==> src/rtl/resp_buffer_l2.sv <==
// resp_buffer_l2 : credit-gated response FIFO behind the L2 response fan-in tree.
// Optional same-cycle bypass of an empty FIFO: define RESP_BUF_BYPASS_EN.
`default_nettype none

module resp_buffer_l2 #(
  parameter int DATA_WIDTH = 64,
  parameter int BYTE_NUM   = DATA_WIDTH / 8,
  parameter int TAG_WIDTH  = BYTE_NUM,
  parameter int DEPTH      = 4,
  parameter int CNT_WIDTH  = $clog2(DEPTH + 1)
) (
  input  logic                  clk,
  input  logic                  rst,
  input  logic                  req_valid_i,
  output logic                  req_gnt_o,
  output logic                  req_o,
  input  logic                  req_gnt_i,
  input  logic                  data_r_valid_i,
  input  logic [DATA_WIDTH-1:0] data_r_rdata_i,
  input  logic [TAG_WIDTH-1:0]  data_r_rtag_i,
  output logic                  resp_valid_o,
  output logic [DATA_WIDTH-1:0] resp_rdata_o,
  output logic [TAG_WIDTH-1:0]  resp_rtag_o,
  input  logic                  resp_ready_i,
  output logic [CNT_WIDTH-1:0]  outstanding_o,
  output logic                  err_o
);

  localparam int AW = $clog2(DEPTH);
  localparam int PW = AW + 1;
  localparam int EW = DATA_WIDTH + TAG_WIDTH;
  localparam logic [CNT_WIDTH-1:0] C_DEPTH = CNT_WIDTH'(DEPTH);

  logic [EW-1:0]        mem_q [DEPTH];
  logic [PW-1:0]        wptr_q, wptr_d;
  logic [PW-1:0]        rptr_q, rptr_d;
  logic [CNT_WIDTH-1:0] outstanding_q, outstanding_d;
  logic                 err_q, err_d;

  logic                 empty, full;
  logic [CNT_WIDTH-1:0] occupancy;
  logic                 pop, fifo_pop, fifo_push, bypass_take;
  logic [EW-1:0]        head;

  assign empty     = (wptr_q == rptr_q);
  assign full      = (wptr_q[AW] != rptr_q[AW]) && (wptr_q[AW-1:0] == rptr_q[AW-1:0]);
  assign occupancy = CNT_WIDTH'(wptr_q - rptr_q);
  assign head      = mem_q[rptr_q[AW-1:0]];

  assign req_o     = req_valid_i & (outstanding_q < C_DEPTH);
  assign req_gnt_o = req_o & req_gnt_i;

`ifdef RESP_BUF_BYPASS_EN
  // An empty FIFO forwards the tree response straight through; if the master
  // takes it this cycle, push and pop cancel and nothing is written.
  assign bypass_take = empty & data_r_valid_i & resp_ready_i;

  always_comb begin
    resp_valid_o = !empty | data_r_valid_i;
    resp_rdata_o = '0;
    resp_rtag_o  = '0;
    if (!empty) begin
      resp_rdata_o = head[EW-1:TAG_WIDTH];
      resp_rtag_o  = head[TAG_WIDTH-1:0];
    end else if (data_r_valid_i) begin
      resp_rdata_o = data_r_rdata_i;
      resp_rtag_o  = data_r_rtag_i;
    end
  end
`else
  assign bypass_take = 1'b0;

  always_comb begin
    resp_valid_o = !empty;
    resp_rdata_o = '0;
    resp_rtag_o  = '0;
    if (!empty) begin
      resp_rdata_o = head[EW-1:TAG_WIDTH];
      resp_rtag_o  = head[TAG_WIDTH-1:0];
    end
  end
`endif

  assign pop       = resp_valid_o & resp_ready_i;
  assign fifo_pop  = pop & !empty;
  assign fifo_push = data_r_valid_i & !bypass_take & (!full | fifo_pop);

  always_comb begin
    wptr_d        = wptr_q;
    rptr_d        = rptr_q;
    outstanding_d = outstanding_q;
    err_d         = err_q;

    if (fifo_push) wptr_d = wptr_q + PW'(1);
    if (fifo_pop)  rptr_d = rptr_q + PW'(1);

    case ({req_gnt_o, pop})
      2'b10: begin
        if (outstanding_q == C_DEPTH) err_d = 1'b1;
        else                          outstanding_d = outstanding_q + CNT_WIDTH'(1);
      end
      2'b01: begin
        if (outstanding_q == '0) err_d = 1'b1;
        else                     outstanding_d = outstanding_q - CNT_WIDTH'(1);
      end
      default: ;
    endcase

    // Overflow drops the response; a response with nothing in flight is spurious.
    if (data_r_valid_i && full && !fifo_pop)            err_d = 1'b1;
    if (data_r_valid_i && (outstanding_q <= occupancy)) err_d = 1'b1;
  end

  always_ff @(posedge clk) begin
    if (rst) begin
      wptr_q        <= '0;
      rptr_q        <= '0;
      outstanding_q <= '0;
      err_q         <= 1'b0;
    end else begin
      wptr_q        <= wptr_d;
      rptr_q        <= rptr_d;
      outstanding_q <= outstanding_d;
      err_q         <= err_d;
    end
  end

  always_ff @(posedge clk) begin
    if (fifo_push) mem_q[wptr_q[AW-1:0]] <= {data_r_rdata_i, data_r_rtag_i};
  end

  assign outstanding_o = outstanding_q;
  assign err_o         = err_q;

endmodule

`default_nettype wire

==> config.mk <==
export PLATFORM = sky130hd
export DESIGN_NAME = resp_buffer_l2
export DESIGN_NICKNAME = d
export VERILOG_FILES = /design/src/rtl/resp_buffer_l2.sv
export SDC_FILE = /design/constraint.sdc
export NUM_CORES = 1
export LEC_CHECK = 0
export BUFFER_PORTS_ARGS = -buffer_cell sky130_fd_sc_hd__buf_2
export CAP_MARGIN = 10
export CORE_MARGIN = 2
export CORE_UTILIZATION = 49
export DETAILED_ROUTE_END_ITERATION = 7
export PLACE_DENSITY = 0.72
export SETUP_SLACK_MARGIN = 0.1
export SYNTH_ARGS = -nofsm -noshare
export SYNTH_HDL_FRONTEND = slang
export SYNTH_SLANG_ARGS = --single-unit
==> constraint.sdc <==
create_clock -name clk -period 7.98 [get_ports clk]
set_input_delay 1.197 -clock clk [delete_from_list [all_inputs] [get_ports clk]]
set_output_delay 1.197 -clock clk [all_outputs]
set_load 0.05 [all_outputs]
==> run metrics, run 1 <==
first drt pass iteration count 8; Levels on crit path 7; Worst Setup Start Kind register; synth unique cells 34; # rows 58; RSZ-0062 raised after global routing no; CTS Hold Bufs 0; post-synthesis cell count about 550; number of global-route vias before repair 6,362; Post-synth EDFFs 288; final antenna-violating net count 0; Avg Cell Area, Syn around 23 sq um; Async SR Flop Fraction 0%; yosys warns 0; CTS tree done; Post-CTS Resized 0; GRT overflow 0; register-to-register setup slack between 4000 and 5000 ps; clock latency on the worst-skew pair ~540 ps; final-report hold violation count 0; top-count cell post-synth edfxtp_1; global placement routability congestion 0.728; first-pass GRT wire length 34.4 mm; io pins 157; buffers plus inverters on the worst setup path 3; vias after detailed routing about 5,700; setup tns final 0 ps; CP cell instances inv_1 -> ha_1 -> nand2_1 -> nor2_4 -> buf_4 -> nor2b_1 -> buf_2; CP max FO 32; syn nets 641; Nets about 800; fmax 219 MHz; CP max-delay cell buf_4; status completed; Routed WL per cell 20.7 microns; PortBufs 156; post-synthesis cell area 12,400 sq um; antenna violations before repair 1; Synth Flop Type edfxtp_1; Total GRT Usage 16.9%; Top Family by Delay on Critical Path buffers and inverters; post-synth top area share 70.0%; final setup vio count 0; largest net degree at the start of global routing 74; Crit Path Category register to output pin; clock sink total 300; fin crit period ~4600 ps; PwrDens approximately 330 nW/um^2; Initial Util 49.5%; sequential element share of the synthesized area approximately 72%; R2R depth 12; final worst slack around 3400 ps; design area ~14,000 sq um; drt drc 0; Slew headroom 23.0%; root buffer cell clkbuf_16; number of setup buffers added after CTS 0; max-cap viol count 0; clock tree buffer depth 3; Slew Limit Fails 0; worst-margin pin slew 1150 ps; FF+latch count, synth 300; Hold Path Depth 2; fraction of layout cells with a size suffix above 1 between 40% and 50%; Reg clk slew, reported paths roughly 60 ps; CTS Buf Count 30; commonest cells in the netlist edfxtp_1, mux4_2, nor2b_4; hpwl dp around 13 mm; htree depth 1; area growth from synthesis to layout 15.4%; Die ar. 26,500 sq um; skew final 8.53 ps; Worst Hold Class register to register; crit end category output pin; DRT iter0 DRCs 378; Tcrit/Tclk final 57.1%; Data required, critical path about 6800 ps; Place WS 3920 ps; CORE AREA 25,000 sq um; top cells by area, synth edfxtp_1, mux4_2, nor2b_4; Arr. time, crit path roughly 3400 ps; placed cell areas 13,300 sq um; Max stage delay on crit path 840 ps; total wire length 22.2 mm; die height approximately 160 microns; largest area contributor in the netlist edfxtp_1; worst vdd ir roughly 0.00025 V; Die W 163 microns; total chip power between 4 and 5 mW; via/cell ratio about 5.3; leakage 5.06 nW
## per-layer routing
layer	track usage, %	routed length [microns]	vias up
li1	-	-	2539
met3	3.77	1300	35
met2	29.7	11300	164
met5	0	0	-
met4	4.06	424	0
met1	21.6	9220	2927
## registers in the layout, summed over array words and instances, names as in the netlist, named ones only
name,count
err_o,1
outstanding_o,3
wptr_q,3
mem_q,288
rptr_q,3
## area by class of cell
| type | instances | area, sq um |
|---|---|---|
| Inverter | 13 | 48.8 |
| Multi-Input combinational cell | 211 | 3150 |
| Tap cell | 330 | 413 |
| Sequential cell | 300 | 8900 |
| Fill cell | 1855 | 10700 |
| Clock buffer | 41 | 813 |
| Antenna cell | 2 | 5.00 |
| Clock inverter | 15 | 118 |
| Timing Repair Buffer | 160 | 811 |
## placed cells by master (no fill, tap or decap), types with 3 or more instances in the layout
| cell type | synthesis | routed |
|---|---|---|
| clkinv_2 | 0 | 3 |
| nor2_1 | 12 | 11 |
| dfxtp_1 | 12 | 10 |
| clkbuf_16 | 0 | 31 |
| nand2b_1 | 3 | 3 |
| nor2b_4 | 70 | 70 |
| clkinv_1 | 0 | 9 |
| xnor2_1 | 4 | 4 |
| inv_1 | 12 | 12 |
| o21ai_0 | 3 | 3 |
| and2_4 | 1 | 4 |
| buf_4 | 0 | 4 |
| xor2_1 | 4 | 4 |
| a21oi_1 | 4 | 4 |
| nor2b_1 | 4 | 4 |
| buf_2 | 7 | 156 |
| ha_1 | 12 | 12 |
| edfxtp_1 | 288 | 288 |
| clkbuf_1 | 2 | 10 |
| mux4_2 | 70 | 70 |
## power by group
group	total, mW	leakage (nW)	internal, mW	switching [mW]
Clock	1.32	0.452	0.773	0.548
Sequential	1.89	2.74	1.82	0.0710
Combinational	1.46	1.87	0.507	0.953
## worst min-delay path, cell delays in order (launching register included)
cell	delay (ps)
dfxtp_1	350
nand2b_1	80
o21ai_1	60
## worst paths after layout
kind             start               end
min reg2reg  wptr_q[2]         wptr_q[2]
max          wptr_q[0]    resp_rtag_o[7]
min          wptr_q[2]         wptr_q[2]
max reg2reg  wptr_q[0]  outstanding_o[1]
## logic make-up after synthesis
group | count (synthesis) | share of synthesized area (%)
AO/OA/AOI/OAI | 14 | 0.729
AND/OR/NAND/NOR | 100 | 9.07
multiplexers | 75 | 13.5
flip-flops | 300 | 71.9
buffers and inverters | 38 | 2.69
adder cells (fa/ha/maj) | 14 | 1.54
XOR/XNOR | 8 | 0.567
## stage by stage
stage               util [%]  hold slack [ps]  std cells
finish                  57.1              547       1072
floorplan                  -              491        549
detailed placement      53.4              531       1014
CTS                     57.1              542       1070
global placement        53.4              513       1014
global route            57.1              586       1070
Note: power is estimated with default switching activity, not from simulation.
==> run 2: changes to the inputs <==
--- a/config.mk
+++ b/config.mk
@@ -5,6 +5,7 @@
 export SDC_FILE = /design/constraint.sdc
 export NUM_CORES = 1
 export LEC_CHECK = 0
+export ABC_AREA = 1
 export BUFFER_PORTS_ARGS = -buffer_cell sky130_fd_sc_hd__buf_2
 export CAP_MARGIN = 10
 export CORE_MARGIN = 2
==> constraint.sdc (replaced) <==
create_clock -name clk -period 4.2 [get_ports clk]
set_input_delay 0.63 -clock clk [delete_from_list [all_inputs] [get_ports clk]]
set_output_delay 0.63 -clock clk [all_outputs]
set_load 0.05 [all_outputs]
==> run 2 against run 1 <==
  * Register-to-register slack got worse by 2600 ps
  * Sequential share of layout area increased by 0.90 points
  * Cell count increased by 36%
  * Critical path type unchanged
  * Largest power group unchanged
==> run metrics, run 2 <==
leakage 5.16 nW (+1.9%); Die ar. 25,800 sq um (-2.6%); max FFs per register 288 (unchanged); clock sink total 300 (unchanged); post-synthesis cell count 961 (+75%); largest net degree at the start of global routing 134 (+81%); Routed WL per cell 17.4 microns (-16%); PwrDens 600 nW/um^2 (+83%); fraction of layout cells with a size suffix above 1 20.2% (-27 points); fin util 58.1% (+1.0 points); synth unique cells 25 (-26%); post-synthesis cell area 12,000 sq um (-2.7%); Slew headroom 36.8% (+14 points); vias after detailed routing 7,666 (+35%); first-pass GRT wire length 40.2 mm (+17%); largest area contributor in the netlist edfxtp_1; Data required, critical path 3570 ps (-3210 ps); sequential element share of the synthesized area 73.9% (+2.0 points); CTS Buf Count 30 (unchanged); PortBufs 156 (unchanged); final-report hold violation count 0 (unchanged); Total GRT Usage 19.8% (+2.8 points); commonest cells in the netlist nor2_1, edfxtp_1, o21ai_0; yosys warns 0 (unchanged); # rows 57 (-1.7%); Async SR Flop Fraction 0% (unchanged); number of setup buffers added after CTS 0 (unchanged); Post-synth EDFFs 288 (unchanged); Synth Flop Type edfxtp_1; most common cell after layout, fill and taps aside nor2_1; die height 161 microns (-1.3%); skew final 20.3 ps (+11.8 ps); CORE AREA 24,200 sq um (-3.2%); max-cap viol count 0 (unchanged); crit end category output pin; Post-CTS Resized 0 (unchanged); post-synth top area share 71.9% (+1.9 points); via/cell ratio 5.25 (-0.57%); top cells by area, synth edfxtp_1, nor2_1, o21ai_0; fin cells 1,459 (+36%); Avg Cell Area, Syn 12.5 sq um (-44%); CTS Hold Bufs 0 (unchanged); htree depth 1 (unchanged); first drt pass iteration count 5 (-3); io pins 157 (unchanged); fmax between 200 and 300 MHz; GRT overflow 0 (unchanged); Slew Limit Fails 0 (unchanged); FF+latch count, synth 300 (unchanged); CP max-delay cell nor2_8; global placement routability congestion 0.738 (+1.4%); RSZ-0062 raised after global routing no; CP cell instances inv_1 -> ha_1 -> nand2_1 -> nor2_8 -> buf_12 -> a21oi_1 -> buf_2; final setup vio count 0 (unchanged); Tcrit/Tclk final 80.9%; Max stage delay on crit path 560 ps (-280 ps); Arr. time, crit path 2770 ps (-590 ps); Crit Path Category register to output pin; fin crit period 3400 ps; placed instance count 1,402 (+38%); status completed; CP max FO 38 (+19%); syn nets 1,053 (+64%); final antenna-violating net count 0 (unchanged); Worst Setup Start Kind register; commonest cells after routing, fill and taps aside nor2_1, edfxtp_1, buf_2; Worst Hold Class input port to register; clock tree buffer depth 3 (unchanged); clock latency on the worst-skew pair 550 ps (about the same); setup tns final 0 ps (unchanged); total wire length 25.4 mm (+14%); top-count cell post-synth nor2_1; antenna violations before repair 4 (+3); drt drc 0 (unchanged); Initial Util 49.7% (+0.25 points); DRT iter0 DRCs 674 (+78%); worst vdd ir 0.000475 V (+92%); hpwl dp 14.1 mm (+9.6%); Reg clk slew, reported paths 60 ps (about the same); CTS tree done; area growth from synthesis to layout 16.8%; Die W 161 microns (-1.3%); root buffer cell clkbuf_16; worst-margin pin slew 947 ps (-207 ps); Nets 1,203 (+49%); number of global-route vias before repair 7,708 (+21%)
[run 2: per-stage QoR]
stage               instance area, sq um  total power, mW  hold slack (ps)  setup slack [ps]
floorplan                          12000             5.40              467              -518
global placement                   13100             5.90              492              1200
detailed placement                 13100             5.93              508              1130
CTS                                14000             8.48              269               527
global route                       14000             8.80              269               586
finish                             14000             8.42              290               802
[run 2: layout make-up]
class	instances	area [sq um]
diodes	1	2.50
clock buffers	37	777
clock inverters	18	179
fillers	1956	10100
inverters	24	92.6
multi-input cells	584	2740
flip-flops and latches	300	8890
well taps	324	405
repair buffers	171	963
[run 2: cell families (layout without fill, tap and decap cells)]
logic type / count (synthesis) / count (layout) / share of synthesized area (%)
compound gates: 228 / 228 / 9.49
xor+xnor: 4 / 4 / 0.291
fa+ha+maj: 14 / 14 / 1.58
buf+inv: 77 / 250 / 3.61
flops: 300 / 300 / 73.9
other cells: 0 / 1 / 0
simple gates: 338 / 338 / 11.1
[run 2: worst paths after layout]
kind                    startpoint          endpoint  slack, ps  depth (start not counted)
setup / recovery         wptr_q[0]  resp_rdata_o[61]        800                          7
hold / removal    data_r_rtag_i[5]       mem_q[2][5]        290                          1
setup reg to reg         wptr_q[0]      mem_q[3][57]       1510                          8
hold reg to reg          wptr_q[0]         wptr_q[0]        510                          2
[run 2: routing by layer]
metal  GRT usage (%)  share of wire (%)
met3            3.49                5.8
met5               0              0.071
met1            26.0                 43
met2            34.1                 49
met4            5.57                2.3
[run 2: where the power goes]
| group | switching (mW) | leakage [nW] | internal [mW] | total, mW |
|---|---|---|---|---|
| Sequential | 0.0714 | 2.74 | 3.42 | 3.49 |
| Combinational | 1.83 | 1.95 | 0.546 | 2.38 |
| Clock | 1.06 | 0.463 | 1.50 | 2.55 |
[run 2: critical path, delay by kind of cell, from the launching register on]
kind	cells	cell delay [ps]
compound gates	1	110
simple gates	2	730
flops	1	380
buf+inv	3	660
fa+ha+maj	1	310
